File: src/rtl/fir_coeff_sequencer.sv
// Control stage in front of the transposed FIR: keeps a writable shadow bank of
// Q31 coefficients, shifts a snapshot of it into the filter on commit, then
// streams samples one per clock. A zero is inserted and counted whenever the
// source has nothing to offer. Every output comes straight from a flop.
module fir_coeff_sequencer #(
  parameter int COEFF_SIZE = 4,
  parameter int ADDR_W     = 2
) (
  input  logic              clk,
  input  logic              reset,
  input  logic              wr_en,
  input  logic [ADDR_W-1:0] wr_addr,
  input  logic [31:0]       wr_data,
  input  logic              commit,
  output logic              busy,
  output logic              coeff_valid,
  input  logic              s_valid,
  input  logic [15:0]       s_data,
  output logic              s_ready,
  output logic              load,
  output logic [15:0]       cin_hi,
  output logic [15:0]       cin_lo,
  output logic [15:0]       fir_in,
  output logic [15:0]       underrun_cnt
);

  typedef enum logic [1:0] {
    IDLE = 2'd0,
    LOAD = 2'd1,
    RUN  = 2'd2
  } state_t;

  // Index is one bit wider than the address so it can reach COEFF_SIZE,
  // which marks the cycle after the last word has been presented.
  localparam logic [ADDR_W:0] NUM_TAPS = (ADDR_W + 1)'(COEFF_SIZE);

  state_t            state_q, state_d;
  logic [ADDR_W:0]   idx_q, idx_d;
  logic              load_q, load_d;
  logic              busy_q, busy_d;
  logic              coeff_valid_q, coeff_valid_d;
  logic              s_ready_q, s_ready_d;
  logic [15:0]       cin_hi_q, cin_hi_d;
  logic [15:0]       cin_lo_q, cin_lo_d;
  logic [15:0]       fir_in_q, fir_in_d;
  logic [15:0]       underrun_q, underrun_d;
  logic              snapshot;
  logic              wr_ok;

  logic [31:0]       shadow_q [COEFF_SIZE];
  logic [31:0]       active_q [COEFF_SIZE];

  assign wr_ok = wr_en && ({1'b0, wr_addr} < NUM_TAPS);

  // Next-state and registered-output logic for the IDLE/LOAD/RUN sequencer.
  always_comb begin
    // NOTE: every signal gets a default before the case so no path leaves one
    // unassigned; a missing default here would infer a latch.
    state_d       = state_q;
    idx_d         = idx_q;
    load_d        = 1'b1;
    busy_d        = 1'b0;
    coeff_valid_d = coeff_valid_q;
    s_ready_d     = 1'b0;
    cin_hi_d      = 16'h0000;
    cin_lo_d      = 16'h0000;
    fir_in_d      = 16'h0000;
    underrun_d    = underrun_q;
    snapshot      = 1'b0;

    case (state_q)
      IDLE: begin
        if (commit) begin
          snapshot   = 1'b1;
          underrun_d = 16'h0000;
          idx_d      = '0;
          state_d    = LOAD;
        end
      end

      LOAD: begin
        // Commit is deliberately not looked at here: no restart, no queuing.
        if (idx_q < NUM_TAPS) begin
          load_d               = 1'b0;
          busy_d               = 1'b1;
          {cin_hi_d, cin_lo_d} = active_q[idx_q[ADDR_W-1:0]];
          idx_d                = idx_q + 1'b1;
        end else begin
          coeff_valid_d = 1'b1;
          s_ready_d     = 1'b1;
          idx_d         = '0;
          state_d       = RUN;
        end
      end

      RUN: begin
        // s_ready is high throughout RUN, so this cycle's handshake is decided
        // by s_valid alone; a missing sample becomes a zero plus an underrun.
        if (s_valid) begin
          fir_in_d = s_data;
        end else if (underrun_q != 16'hFFFF) begin
          underrun_d = underrun_q + 16'd1;
        end
        if (commit) begin
          snapshot   = 1'b1;
          underrun_d = 16'h0000;
          idx_d      = '0;
          state_d    = LOAD;
        end else begin
          s_ready_d = 1'b1;
        end
      end

      default: state_d = IDLE;
    endcase
  end

  // Control and output registers; reset aborts any load in progress.
  always_ff @(posedge clk or posedge reset) begin
    // NOTE: sequential state uses non-blocking assignments so every flop
    // samples pre-edge values regardless of statement order.
    if (reset) begin
      state_q       <= IDLE;
      idx_q         <= '0;
      load_q        <= 1'b1;
      busy_q        <= 1'b0;
      coeff_valid_q <= 1'b0;
      s_ready_q     <= 1'b0;
      cin_hi_q      <= 16'h0000;
      cin_lo_q      <= 16'h0000;
      fir_in_q      <= 16'h0000;
      underrun_q    <= 16'h0000;
    end else begin
      state_q       <= state_d;
      idx_q         <= idx_d;
      load_q        <= load_d;
      busy_q        <= busy_d;
      coeff_valid_q <= coeff_valid_d;
      s_ready_q     <= s_ready_d;
      cin_hi_q      <= cin_hi_d;
      cin_lo_q      <= cin_lo_d;
      fir_in_q      <= fir_in_d;
      underrun_q    <= underrun_d;
    end
  end

  // Shadow and active coefficient banks; the snapshot sees pre-edge shadow
  // contents, so a write in the commit cycle lands in the shadow bank only.
  always_ff @(posedge clk) begin
    // NOTE: the banks are storage, not control state, so they carry no reset;
    // software must write every tap before the first commit.
    if (wr_ok) begin
      shadow_q[wr_addr] <= wr_data;
    end
    if (snapshot) begin
      active_q <= shadow_q;
    end
  end

  assign busy         = busy_q;
  assign coeff_valid  = coeff_valid_q;
  assign s_ready      = s_ready_q;
  assign load         = load_q;
  assign cin_hi       = cin_hi_q;
  assign cin_lo       = cin_lo_q;
  assign fir_in       = fir_in_q;
  assign underrun_cnt = underrun_q;

endmodule

File: config.mk
export PLATFORM = sky130hd
export DESIGN_NAME = fir_coeff_sequencer
export DESIGN_NICKNAME = d
export VERILOG_FILES = /design/src/rtl/fir_coeff_sequencer.sv
export SDC_FILE = /design/constraint.sdc
export NUM_CORES = 1
export LEC_CHECK = 0
export ABC_AREA = 1
export CORE_AREA = 2 2 156 158
export DETAILED_ROUTE_END_ITERATION = 8
export DIE_AREA = 0 0 158 160
export PLACE_DENSITY = 0.78
export SLEW_MARGIN = 30
export SYNTH_ARGS = -nofsm -noshare
export SYNTH_HDL_FRONTEND = slang
export SYNTH_SLANG_ARGS = --single-unit
File: constraint.sdc
create_clock -name clk -period 8.2 [get_ports clk]
set_input_delay 1.64 -clock clk [delete_from_list [all_inputs] [get_ports clk]]
set_output_delay 1.64 -clock clk [all_outputs]
set_load 0.005 [all_outputs]
== Yosys cells after proc, flatten, opt, wreduce, memory -nomap -nowiden ==
Cells that the tools add are included.

* Memories kept: 0
* Bits in latches: 0
* Bits of input ports: 55
* Memory bits (writable): 0
* Memory bits (read-only): 0
* Register bits after elaboration: 329

* $mul: 0
* $add $sub $neg: 2
* Bitwise operators: 3
* Magnitude comparators: 4
* Shift-type cells: 0
* Mux-type cells: 31
* Reductions and logical operators: 9
* Eq/ne operators: 8
* Div/mod/pow operators: 0

{| class="wikitable"
|+ Operators with widths
! cell !! count
|-
| $mux W16 || 10
|-
| $bwmux W128 || 1
|-
| $mux W32 || 3
|-
| $bmux W32 S2 || 1
|-
| $demux W32 S2 || 1
|-
| $pmux W16 S2 || 1
|-
| $add A16 B1 Y16 const B || 1
|-
| $ne A16 B16 Y1 const B || 1
|-
| $mux W1 || 7
|-
| $ge A3 B3 Y1 const B || 2
|-
| $mux W3 || 2
|-
| $ne A3 B3 Y1 const B || 2
|-
| $not A2 Y3 || 2
|-
| $pmux W3 S2 || 1
|-
| $reduce_and A2 Y1 || 3
|-
| $mux W2 || 2
|-
| $ne A2 B2 Y1 const B || 2
|-
| $pmux W2 S2 || 1
|-
| $reduce_and A4 Y1 || 1
|-
| $reduce_bool A2 Y1 || 2
|-
| $add A3 B1 Y3 const B || 1
|-
| $lt A3 B1 Y1 const B || 1
|-
| $lt A3 B3 Y1 const B || 1
|-
| $eq A2 B1 Y1 const B || 1
|-
| 7 further kinds || 7
|}

== Logic depth before layout (Yosys ltp) ==
* Depth in word-level cells: 6
* Mapped depth: 9
* Depth with buffers taken out: 9

== Worst setup path before layout ==
Ideal clock, no wire load.

* Path kind: input-to-reg
* Start: in commit
* End: reg active_q[0] in the netlist's numbering (enable)
* Setup slack: 0.516 ns
* Data required time: 7.579 ns
* Path buffers: 0
* Arrival time: 7.063 ns
* Cell stages on the path: 2
* Cells stage by stage: inv_1 > nor2_1

* Longest elaborated chain between the ends: 2

{| class="wikitable"
|+ RTL lines
! what !! line !! text
|-
| start, declared || 14 || <nowiki>input logic commit,</nowiki>
|-
| $mux W1 || 73, 104 ||
|-
| $mux W1 || n/a ||
|-
| via snapshot || 47 || <nowiki>logic snapshot;</nowiki>
|-
| end signal, assigned || 156 || <nowiki>active_q <= shadow_q;</nowiki>
|-
| end, declared || 51 || <nowiki>logic [31:0] active_q [COEFF_SIZE];</nowiki>
|}

The timed path passes the listed nets, and every way through them passes these cells.
A chain may end at the register's enable or synchronous reset.

== Worst setup path in the final report ==
* Start: in commit
* End: reg active_q[81] in the netlist's numbering (enable)

The elaborated chain is that of the path after synthesis.

==> results.ini <==
[timing]
fin_ws_ps=4680
whs_ps=411
slew_violations=0
hold_viol_final=0
rsz0062_at_grt=no
fin_skew_ps=15.7
fin_setup_tns_ps=0
worst_slew_pin_slew_ps=889
slew-limit-headroom_pct=40.5
fmax_ghz=0.284
finalSetupViolations=0
period_share_pct=42.9
min_period_ps=3520

[synth]
syn_inst=788
yosysSeqAreaShare_pct=82.3
yosysWarnings=0
yosys.cell_types.count=29
ys_ff_latch=329
synth.avg_cell_area_sq_um=14.7
synthesis.area_sq_um=11600
synth_fp_nets=849

[floorplan]
io_pins=123
fp-row-count=57
die_area_sq_um=25300
core-area_sq_um=23800
start_util_pct=48.6
die_h_microns=160
die_w_microns=158

[pwr]
vdd_drop_max_mv=0.201
switchingPower_mw=1.12
swShare_pct=25.9
power.density_cell_area_nw_per_um2=303
clkPwrFrac_pct=33.4
leakage_nw=5.31
p_seq_share_pct=49.4
p_total_mw=4.32
internal_power_mw=3.20
p_comb_share_pct=17.3

[global_routing]
grt_pass1_wl_microns=33100
grt_pass1_vias=6457
grt_max_degree=79
track_usage_pct=16.9
antenna_found_initial=0
grt-ovfl-total=0

[worst_setup_path]
cp.arrival_ps=3760
r2r_slack_ps=5600
critPathMaxFanout=51
startpoint_type=primary input
cp-endpoint=active_q[81]
end_kind=flip-flop
worstSetupPathType=in -> reg
critPathLaunch=commit
rr_worst_depth=4
r2r-end=cin_hi[15]
required_ps=8440
r2r-start=idx_q[0]

[finish]
synthToLayoutAreaGrowth_pct=23.3
drive_gt1_share_pct=8.20
nets=987
fill_cells=1810
diodes=0
fin_cells=1275

[placement]
hpwl_microns=11900
gp_congestion=0.792
dp_cells=1216
pre_cts_slack_ps=4000
portBuffers=122

[clock_network]
insertion_delay_ps=550
hold_buffers=0
htreeDepth=1
cts_buffers=31
path_clk_slew_ps=60
root_buffer=clkbuf_16
cts_resized=0
cts_setup_buffers=0
clockBufferDepth=3
numClockSinks=329
cts_tree=built

[detailed_routing]
ant_nets=0
wire_per_inst_microns=16.6
first_pass_iters=5
drc_errors=0
drt-total-wl_microns=21200
via_per_inst=4.97
vias=6336
drtIter0Drc=435

[outcome]
status=finished, final reports clean

[min_path]
hold_path_class=reg -> reg
min-delay-start=shadow_q[120]

[run]
cap_violations=0

[final cells by class]
type / instances / area, sq um / area share (%)
well taps: 324 / 405 / 2.84
repair buffers: 133 / 1320 / 9.26
clock inverters: 14 / 168 / 1.18
inverters: 40 / 153 / 1.07
clock buffers: 44 / 895 / 6.27
flip-flops and latches: 329 / 9520 / 66.7
multi-input cells: 391 / 1800 / 12.6
[power by group through the flow]
| stage | clock network, mW | logic, mW | registers [mW] |
|---|---|---|---|
| CTS | 1.47 | 0.751 | 2.14 |
| global route | 1.54 | 0.832 | 2.15 |
| floorplan | 0 | 0.398 | 2.18 |
| global placement | 0 | 0.716 | 2.16 |
| finish | 1.44 | 0.745 | 2.13 |
| detailed placement | 0 | 0.744 | 2.17 |
[sequential cells by signal (all words and copies together), names as in the netlist]
register,cells
s_ready,1
coeff_valid,1
cin_hi,16
cin_lo,16
shadow_q,128
fir_in,16
state_q,2
busy,1
load,1
active_q,128
idx_q,3
underrun_cnt,16
[per-layer routing]
layer | vias to the layer above | GRT usage [%] | routed length [microns]
met5 | - | 0 | 0
met4 | 0 | 4.14 | 337
met3 | 29 | 2.66 | 1100
met2 | 202 | 30.7 | 11100
met1 | 3079 | 21.0 | 8690
li1 | 3026 | - | -
[synthesized netlist by cell type]
master	number	area share (%)
nand3_1	28	1.2
dfrtp_1	72	16
xor2_1	4	0.30
edfxtp_1	256	66
o21bai_1	1	0.065
nor2_2	2	0.11
buf_2	8	0.35
nor2_1	165	5.4
nor3_2	1	0.087
nand2_4	1	0.097
o21a_1	1	0.065
nand4_1	1	0.054
o21bai_4	1	0.16
nand2_1	64	2.1
a22oi_1	1	0.065
nand2_2	1	0.054
a21boi_0	1	0.065
o21ai_0	68	2.9
clkbuf_1	16	0.52
inv_2	1	0.032
buf_6	2	0.19
a21oi_1	34	1.5
nor3b_1	1	0.065
o21ai_1	2	0.087
dfstp_2	1	0.23
ha_1	6	0.65
nor3_1	8	0.35
inv_1	39	1.3
buf_1	2	0.065
[metrics by stage]
step	utilization (%)	cell area (sq um)
final	59.9	14300
after floorplan	-	11600
after global placement	55.3	13200
after detailed placement	55.3	13200
after global routing	59.9	14300
after CTS	59.8	14200
[kinds of logic (layout without fill, tap and decap cells)]
group,count (synthesis),in the layout,share of synthesized area [%]
buf+inv,68,231,2.42
compound gates,109,109,4.92
flops,329,329,82.3
simple gates,272,272,9.45
xor+xnor,4,4,0.303
fa+ha+maj,6,6,0.649
[worst min path at each step]
stage	end	slack, ps	depth (start not counted)
after floorplan	active_q[0]	400	0
after global placement	active_q[75]	400	0
after detailed placement	active_q[104]	400	0
after CTS	active_q[120]	410	0
after global routing	active_q[54]	420	0
final	active_q[120]	410	0
[cell usage in the layout, fill, tap and decap left out, types with 4 or more instances in the layout]
cell,synthesis,final
edfxtp_1,256,256
clkdlybuf4s50_1,0,122
inv_1,39,38
a21oi_1,34,34
nand2_1,64,63
xor2_1,4,4
clkinv_2,0,4
clkbuf_1,16,6
nand3_1,28,28
clkbuf_16,0,31
clkinvlp_4,0,5
nor3_1,8,4
nor2_1,165,164
dfrtp_1,72,71
ha_1,6,6
clkbuf_8,0,7
nor3_2,1,5
o21ai_0,68,68
buf_4,0,9
[worst max-delay path, cell delays in order]
cell and delay, ps:
clkdlybuf4s50_1 530, inv_1 100, nor2_4 80, buf_4 520, buf_4 530, buf_12 300
Note: power is estimated with default switching activity, not from simulation.
